--- src/rtl/ieee754_subtractor_mc.sv ---
// Multi-cycle IEEE754 single-precision subtractor (a - b), round-toward-zero,
// subnormals flushed to zero. One operation at a time through ALIGN/ADD/NORM.
module ieee754_subtractor_mc (
    input  logic        clk,
    input  logic        rst_n,
    input  logic        start,
    input  logic [31:0] a,
    input  logic [31:0] b,
    output logic        busy,
    output logic        done,
    output logic [31:0] result,
    output logic        overflow,
    output logic        underflow
);

    typedef enum logic [2:0] {StIdle, StAlign, StAdd, StNorm, StDone} state_e;

    state_e      state_q, state_d;
    logic [31:0] a_q, a_d, b_q, b_d;
    logic [27:0] mant_p_q, mant_p_d, mant_s_q, mant_s_d;
    logic [8:0]  exp_q, exp_d;
    logic        sign_q, sign_d;
    logic        sub_q, sub_d;
    logic [31:0] result_q, result_d;
    logic        ovf_q, ovf_d, unf_q, unf_d;

    // Operand decode from the captured copies.
    logic        a_sign, b_sign_eff;
    logic [7:0]  a_exp, b_exp;
    logic [22:0] a_frac, b_frac;
    logic        a_nan, b_nan, a_inf, b_inf, a_zero, b_zero, a_ge_b;
    logic [7:0]  p_exp, s_exp, exp_diff;
    logic [4:0]  shamt;
    logic [27:0] p_mant, s_mant, s_shifted, s_mask;
    logic [27:0] sum;

    always_comb begin
        a_sign     = a_q[31];
        b_sign_eff = ~b_q[31];
        a_exp      = a_q[30:23];
        b_exp      = b_q[30:23];
        a_frac     = a_q[22:0];
        b_frac     = b_q[22:0];
        a_nan      = (a_exp == 8'hFF) && (a_frac != 23'd0);
        b_nan      = (b_exp == 8'hFF) && (b_frac != 23'd0);
        a_inf      = (a_exp == 8'hFF) && (a_frac == 23'd0);
        b_inf      = (b_exp == 8'hFF) && (b_frac == 23'd0);
        a_zero     = (a_exp == 8'd0);
        b_zero     = (b_exp == 8'd0);
        a_ge_b     = (a_q[30:0] >= b_q[30:0]);
        p_exp      = a_ge_b ? a_exp : b_exp;
        s_exp      = a_ge_b ? b_exp : a_exp;
        p_mant     = {2'b01, (a_ge_b ? a_frac : b_frac), 3'b000};
        s_mant     = {2'b01, (a_ge_b ? b_frac : a_frac), 3'b000};
        exp_diff   = p_exp - s_exp;
        shamt      = (exp_diff > 8'd27) ? 5'd27 : exp_diff[4:0];
        s_mask     = (28'd1 << shamt) - 28'd1;
        s_shifted  = s_mant >> shamt;
        // Everything shifted past the sticky position still counts toward sticky.
        s_shifted[0] = s_shifted[0] | (|(s_mant & s_mask));
        sum        = sub_q ? (mant_p_q - mant_s_q) : (mant_p_q + mant_s_q);
    end

    always_comb begin
        state_d  = state_q;
        a_d      = a_q;
        b_d      = b_q;
        mant_p_d = mant_p_q;
        mant_s_d = mant_s_q;
        exp_d    = exp_q;
        sign_d   = sign_q;
        sub_d    = sub_q;
        result_d = result_q;
        ovf_d    = ovf_q;
        unf_d    = unf_q;

        unique case (state_q)
            StIdle: begin
                if (start) begin
                    a_d     = a;
                    b_d     = b;
                    state_d = StAlign;
                end
            end
            StAlign: begin
                state_d = StDone;
                ovf_d   = 1'b0;
                unf_d   = 1'b0;
                if (a_nan || b_nan) begin
                    result_d = 32'h7FC00000;
                end else if (a_inf && b_inf && (a_sign == b_q[31])) begin
                    result_d = 32'h7FC00000;
                end else if (a_inf) begin
                    result_d = a_q;
                end else if (b_inf) begin
                    result_d = {b_sign_eff, b_q[30:0]};
                end else if (a_zero && b_zero) begin
                    result_d = {a_sign & b_q[31] ^ a_sign & 1'b0 ? 1'b0 : (a_sign & ~b_q[31]), 31'd0};
                end else if (b_zero) begin
                    result_d = a_q;
                end else if (a_zero) begin
                    result_d = {b_sign_eff, b_q[30:0]};
                end else begin
                    state_d  = StAdd;
                    sign_d   = a_ge_b ? a_sign : b_sign_eff;
                    sub_d    = (a_sign != b_sign_eff);
                    exp_d    = {1'b0, p_exp};
                    mant_p_d = p_mant;
                    mant_s_d = s_shifted;
                end
            end
            StAdd: begin
                mant_p_d = sum;
                if (sum == 28'd0) begin
                    result_d = 32'h00000000;
                    state_d  = StDone;
                end else begin
                    state_d = StNorm;
                end
            end
            StNorm: begin
                if (mant_p_q[27]) begin
                    mant_p_d = {1'b0, mant_p_q[27:2], mant_p_q[1] | mant_p_q[0]};
                    exp_d    = exp_q + 9'd1;
                    state_d  = StDone;
                    if (exp_q + 9'd1 >= 9'd255) begin
                        result_d = {sign_q, 8'hFF, 23'd0};
                        ovf_d    = 1'b1;
                    end else begin
                        result_d = {sign_q, exp_d[7:0], mant_p_d[25:3]};
                    end
                end else if (mant_p_q[26]) begin
                    state_d = StDone;
                    if (exp_q >= 9'd255) begin
                        result_d = {sign_q, 8'hFF, 23'd0};
                        ovf_d    = 1'b1;
                    end else begin
                        result_d = {sign_q, exp_q[7:0], mant_p_q[25:3]};
                    end
                end else if (exp_q <= 9'd1) begin
                    result_d = {sign_q, 31'd0};
                    unf_d    = 1'b1;
                    state_d  = StDone;
                end else begin
                    mant_p_d = {mant_p_q[26:0], 1'b0};
                    exp_d    = exp_q - 9'd1;
                end
            end
            StDone: state_d = StIdle;
            default: state_d = StIdle;
        endcase
    end

    always_ff @(posedge clk or negedge rst_n) begin
        if (!rst_n) begin
            state_q  <= StIdle;
            a_q      <= 32'd0;
            b_q      <= 32'd0;
            mant_p_q <= 28'd0;
            mant_s_q <= 28'd0;
            exp_q    <= 9'd0;
            sign_q   <= 1'b0;
            sub_q    <= 1'b0;
            result_q <= 32'd0;
            ovf_q    <= 1'b0;
            unf_q    <= 1'b0;
        end else begin
            state_q  <= state_d;
            a_q      <= a_d;
            b_q      <= b_d;
            mant_p_q <= mant_p_d;
            mant_s_q <= mant_s_d;
            exp_q    <= exp_d;
            sign_q   <= sign_d;
            sub_q    <= sub_d;
            result_q <= result_d;
            ovf_q    <= ovf_d;
            unf_q    <= unf_d;
        end
    end

    assign busy      = (state_q != StIdle);
    assign done      = (state_q == StDone);
    assign result    = result_q;
    assign overflow  = ovf_q;
    assign underflow = unf_q;

endmodule

--- config.mk ---
export PLATFORM = sky130hd
export DESIGN_NAME = ieee754_subtractor_mc
export DESIGN_NICKNAME = d
export VERILOG_FILES = /design/src/rtl/ieee754_subtractor_mc.sv
export SDC_FILE = /design/constraint.sdc
export NUM_CORES = 1
export LEC_CHECK = 0
export BUFFER_PORTS_ARGS = -buffer_cell sky130_fd_sc_hd__buf_2
export CAP_MARGIN = 20
export CELL_PAD_IN_SITES_DETAIL_PLACEMENT = 0
export CELL_PAD_IN_SITES_GLOBAL_PLACEMENT = 2
export CORE_UTILIZATION = 35
export CTS_CLUSTER_DIAMETER = 150
export DETAILED_ROUTE_END_ITERATION = 7
export MAX_ROUTING_LAYER = met4
export PLACE_DENSITY_LB_ADDON = 0.1
export SYNTH_ARGS = -nofsm -noshare
export SYNTH_HDL_FRONTEND = slang
export SYNTH_SLANG_ARGS = --single-unit
--- constraint.sdc ---
create_clock -name clk -period 8.3 [get_ports clk]
set_clock_uncertainty 0.15 [all_clocks]
set_input_delay 0.415 -clock clk [delete_from_list [all_inputs] [get_ports clk]]
set_output_delay 0.415 -clock clk [all_outputs]
set_load 0.01 [all_outputs]
# Yosys cells after proc, flatten, opt, wreduce, memory -nomap -nowiden
# Cells that the tools add are included.
word_totals:
  out_inout_bits: 36
  ff_bits: 168
  word_cells: 160
op_classes:
  n_reduce_logical: 29
  n_eq_ne: 27
  muxes: 66
  n_addsub: 6
  magnitude_cmp: 5
  n_shift: 2
  bitwise_logic: 13
ops:
  columns: ["operator", "count"]
  rows:
  - ["2-to-1 mux 32 bit", 11]
  - ["2-to-1 mux 28 bit", 8]
  - ["case mux 32 bit (3 select lines)", 1]
  - ["2-to-1 mux 9 bit", 10]
  - ["case mux 28 bit (3 select lines)", 1]
  - ["2-to-1 mux 27 bit", 3]
  - ["2-to-1 mux 31 bit", 2]
  - ["zero test 23 bit", 2]
  - ["2-to-1 mux 23 bit", 2]
  - ["nonzero test 23 bit", 2]
  - ["2-to-1 mux 3 bit", 12]
  - [">= comparator 31 bit", 1]
  - ["adder 28 bit", 1]
  - ["AND 27 x 28 -> 28 bit", 1]
  - ["zero test 28 bit", 1]
  - ["OR reduction 28 bit", 1]
  - ["<< shifter 1 x 5 -> 28 bit (first input constant)", 1]
  - ["right shift 27 x 5 -> 28 bit", 1]
  - ["subtractor 28 x 1 -> 28 bit (second input constant)", 1]
  - ["subtractor 28 bit", 1]
  - ["!= test 2 bit (second input constant)", 12]
  - ["AND reduction 10 bit", 2]
  - [">= comparator 9 x 8 -> 1 bit (second input constant)", 2]
  - ["case mux 9 bit (2 select lines)", 1]
  - ["31 further kinds", 68]

# Depth between registers and ports, before layout
logic_depth:
  ltp_word: 10
  ltp_mapped: 30

# Worst setup path after synthesis
# No wires, ideal clock.
synth_path:
  path_type: "reg2reg"
  start: "reg b_q[29]"
  end: "reg mant_s_q[0]"
  required_ps: 8024
  path_stages_with_launch: 28
  t_arrival_ps: 5754
  path_slack_ps: 2270
  period_less_slack_ps: 6030
  path_cell_list: "dfrtp_1 > inv_1 > ha_1 > buf_2 > nand4_2 > nor4_2 > o21ai_2 > buf_4 > nand2_1 > clkbuf_1 > buf_1 > clkbuf_1 > a21oi_1 > ha_1 > nand2_1 > nand3_1 > nand4_1 > or3b_2 > a21oi_1 > nor3_1 > or3_1 > buf_1 > nor3_4 > buf_2 > mux2i_1 > mux2_2 > o2111ai_1 > o32a_1"
synth_between:
  elab_chain_len: 10
  word_cells_on_any_way: 27
  cone_classes: "2 x add/sub; 2 x order compare; 1 x eq/ne; 2 x shift; 4 x mux; 7 x bitwise; 9 x reduce/logical"
synth_lines:
  columns: ["element", "line_no", "source"]
  rows:
  - ["from (decl)", "19", "logic [31:0] a_q, a_d, b_q, b_d;"]
  - ["from (signal assigned)", "158", "b_q <= 32'd0;"]
  - ["from (signal assigned)", "170", "b_q <= b_d;"]
  - [">= comparator 31 bit", "50", "a_ge_b = (a_q[30:0] >= b_q[30:0]);"]
  - ["2-to-1 mux 8 bit (on tied branches)", "51, 52", null]
  - ["subtractor 8 bit", "55", "exp_diff = p_exp - s_exp;"]
  - ["> comparator 8 x 5 -> 1 bit", "56", "shamt = (exp_diff > 8'd27) ? 5'd27 : exp_diff[4:0];"]
  - ["2-to-1 mux 5 bit", "56", null]
  - ["<< shifter 1 x 5 -> 28 bit", "57", "s_mask = (28'd1 << shamt) - 28'd1;"]
  - ["subtractor 28 x 1 -> 28 bit", "57", null]
  - ["AND 27 x 28 -> 28 bit", "60", "s_shifted[0] = s_shifted[0] | (|(s_mant & s_mask));"]
  - ["OR reduction 28 bit", "60", null]
  - ["bitwise OR 1 bit", "60", null]
  - ["to (signal assigned)", "172", "mant_s_q <= mant_s_d;"]
  - ["to (decl)", "20", "logic [27:0] mant_p_q, mant_p_d, mant_s_q, mant_s_d;"]
# Parallel ways exist; a longest one is shown, timed or not.
# A chain may end at the register's enable or synchronous reset.

# Final worst setup path
layout_path:
  start: "reg b_q[27]"
  end: "reg mant_s_q[3]"
layout_between:
  elab_chain_len: 6
  word_cells_on_any_way: 22
  cone_classes: "1 x add/sub; 2 x order compare; 1 x eq/ne; 1 x shift; 4 x mux; 5 x bitwise; 8 x reduce/logical"
layout_lines:
  columns: ["element", "line_no", "source"]
  rows:
  - [">= comparator 31 bit / equality test 8 bit (equally long branches)", "50, 45, 47", null]
  - ["2-to-1 mux 8 bit, or another cell as far along", "51", "p_exp = a_ge_b ? a_exp : b_exp;"]
  - ["subtractor 8 bit / logical AND 1 bit (equally long branches)", "55, 91", null]
  - ["> comparator 8 x 5 -> 1 bit / logical AND 1 bit (equally long branches)", "56, 91", null]
  - ["2-to-1 mux 5 bit / inverter 1 bit (equally long branches)", null, null]
  - ["right shift 27 x 5 -> 28 bit / AND reduction 8 bit (equally long branches)", null, null]
# Parallel ways exist; a longest one is shown, timed or not.

==> key figures <==
Outcome
  • Status: complete, no violations

Worst setup path
  • CP Capture Type: flop
  • R2R depth: 23
  • Most common cell on crit path: a21oi_1
  • Largest stage delay on the critical path: 0.69 ns
  • Critical-path cell list: inv_1 -> ha_1 -> nand4_2 -> a21oi_1 -> o31ai_1 -> and2_1 -> nand2_1 -> nor2_1 -> a21oi_1 -> ha_1 -> nand2_1 -> nand3_1 -> nand4_1 -> or3b_2 -> a21oi_1 -> nor3_1 -> or3_1 -> nor3_4 -> nor3_1 -> a311o_1 -> nor2b_1 -> a2111oi_0 -> a31oi_1
  • Worst path required time: 8.49 ns
  • Crit-path slowest cell: nor3_4
  • CP arrival: 7.02 ns
  • CP Class: reg -> reg
  • CP max FO: 17
  • Startpoint types: flop
  • Reg2Reg Setup Slack: 1.48 ns
  • Reg-to-reg endpoint: mant_s_q[3]
  • Crit Reg-Reg Startpoint: b_q[27]

Route
  • Antenna Violating Nets Remaining: 0
  • Routed vias: 14.2k
  • DR WL/cell: 25.0 um
  • Drt first pass iters: 8
  • Drc violations: 0
  • Vias per cell: 6.01
  • Final wirelength: 59.2 mm
  • DRT iter0 DRCs: 1293

Finish
  • FILL cells: 4170
  • Final non-filler cell total: 2368
  • Layout area overhead: 13.0%
  • Footprint of the multi-input gates: 9250 um^2
  • Most frequent cells in the layout: nand2_1, dfrtp_1, a21oi_1, o21ai_0, nor2_1
  • Nets: 1964
  • Most common cell after layout, fill and taps aside: nand2_1
  • N_diodes: 0
  • Fin area: 15900 um^2
  • Fraction of layout cells with a size suffix above 1: 14.4%
  • FF/Latch Area: 4180 um^2

Global routing
  • Global-route wire length before repair: 89.4 mm
  • GRT Overall Usage: 30.0%
  • GRT overflow: 0
  • Gr busiest metal: met2
  • GR Layer Usage met3: 4.21%
  • Vias in the first global route: 13.7k
  • Largest net degree at the start of global routing: 95
  • Global routing usage on met2: 44.1%
  • Initial antenna violation count: 0
  • Global routing usage on met1: 42.7%

Timing
  • Finish-stage setup viols: 0
  • Max Clk Rate: 147 MHz
  • Fin crit period: 6.82 ns
  • Slew @ Worst Pin: 1.04 ns
  • Fin. max-slew vios: 0
  • TNS Setup: 0 ns
  • Final cycle utilization of the critical path: 82.2%
  • Final Hold Fails: 0
  • RSZ-0062 raised after global routing: false
  • Slew HR: 29.9%

CTS
  • CTS Root Cell: clkbuf_16
  • Max clock buf depth: 2
  • TritonCTS Buffers: 17
  • Post-CTS sizing: 0
  • CTS Sinks: 167
  • Post-CTS Setup Bufs: 0
  • # hold bufs at CTS: 26
  • CTS tree: yes
  • Clk slew on worst S/H paths: 0.07 ns
  • Clk_lat worst skew: 0.50 ns
  • H-tree lvl count: 4

Yosys
  • Top FF cell, synth: dfrtp_1
  • Syn Inst Count: 1763
  • Post-synthesis net count: 1897
  • EDFF count, synth: 0
  • Ys async rst share: 100%
  • Syn. warnings: 0
  • Avg Cell Area, Syn: 7.99 um^2
  • Sequential fraction of the synthesis area: 29.6%
  • Mapped cell area: 14100 um^2
  • Flops & latches, synth: 167
  • Number of distinct library cells after synthesis: 93

Worst hold path
  • Worst Hold Path Cells: 3
  • Hold path endpoint: b_q[6]
  • Hold crit path type: in -> reg
  • Hold path startpoint: b[6]

Place
  • PortBufs: 102
  • Post-DP HPWL: 44.9 mm
  • Placed insts: 2310
  • Placed standard-cell area: 15100 um^2
  • Placer Congestion: 0.919

Die
  • Die ar.: 41100 um^2
  • Initial cell density of the core: 35.5%
  • Die W: 203 um
  • I/O pin cnt: 103
  • Die Y-Extent: 203 um
  • # rows: 73
  • CORE AREA: 39700 um^2

Run
  • Max cap viols: 0
cell type report:
cell class	instances	share of cell area (%)
clock buffer	21	2.89
clock inverter	11	0.927
inverter	65	1.53
multi-input combinational	1422	58.0
sequential	167	26.2
tap	525	4.12
timing repair buffer	157	6.25
cells by family after synthesis:
group / count (synthesis) / synth area share, %
compound gates: 589 / 27.1
fa+ha+maj: 67 / 6.00
mux: 123 / 9.41
simple gates: 596 / 19.9
buf+inv: 174 / 5.02
flops: 167 / 29.6
xor+xnor: 47 / 2.92
layer usage:
metal	wire length, um	up-vias	share of wire, %
met5	0	-	0
met4	1300	0	2.2
met3	2660	61	4.5
met2	26100	415	44
met1	29200	7094	49
li1	-	6669	-
through the flow:
stage / hold slack, ns / setup WS, ns / utilization [%]
2_1_floorplan: -0.0306 / 2.27 / -
3_3_place_gp: 0.314 / 1.54 / 37.9
3_5_place_dp: 0.317 / 1.58 / 37.9
4_1_cts: 0.00125 / 1.55 / 40.1
5_1_grt: 0.00417 / 0.849 / 40.1
6_report: 0.0142 / 1.48 / 40.1
worst max-delay path: cells and delay by family (launching register included):
family / cells / cell delay [ns]
adders and majority gates: 2 / 0.66
AOI/OAI and AO/OA: 7 / 1.80
DFF: 1 / 0.50
buffers and inverters: 1 / 0.13
and+or+nand+nor: 13 / 3.43
registers in the layout, indices dropped and copies added, names as in the netlist:
name       cells
a_q           32
sign_q         1
exp_q          9
mant_p_q      28
result        32
b_q           32
sub_q          1
mant_s_q      27
underflow      1
state_q        3
overflow       1
Yosys cell counts, types with 33 or more instances:
library cell | instances | area [um^2]
nand2_1 | 222 | 833
dfrtp_1 | 167 | 4180
a21oi_1 | 151 | 756
o21ai_0 | 143 | 716
nor2_1 | 141 | 529
mux2_2 | 75 | 845
clkbuf_1 | 73 | 274
ha_1 | 66 | 826
inv_1 | 65 | 244
mux2i_1 | 47 | 470
nor3_1 | 41 | 205
a22oi_1 | 40 | 300
xnor2_1 | 39 | 342
nand3_1 | 33 | 165
nor4_1 | 33 | 206
worst max-delay path by stage:
stage / start / end / slack [ns]
floorplan: b_q[29] / mant_s_q[0] / 2.27
global placement: b_q[25] / mant_s_q[3] / 1.54
detailed placement: b_q[29] / mant_s_q[3] / 1.58
CTS: b_q[25] / mant_s_q[3] / 1.55
global route: b_q[29] / mant_s_q[0] / 0.85
finish: b_q[27] / mant_s_q[3] / 1.48
Power is not shown: default switching activity piles up to over one toggle a cycle in this logic, so the estimate is an artifact.
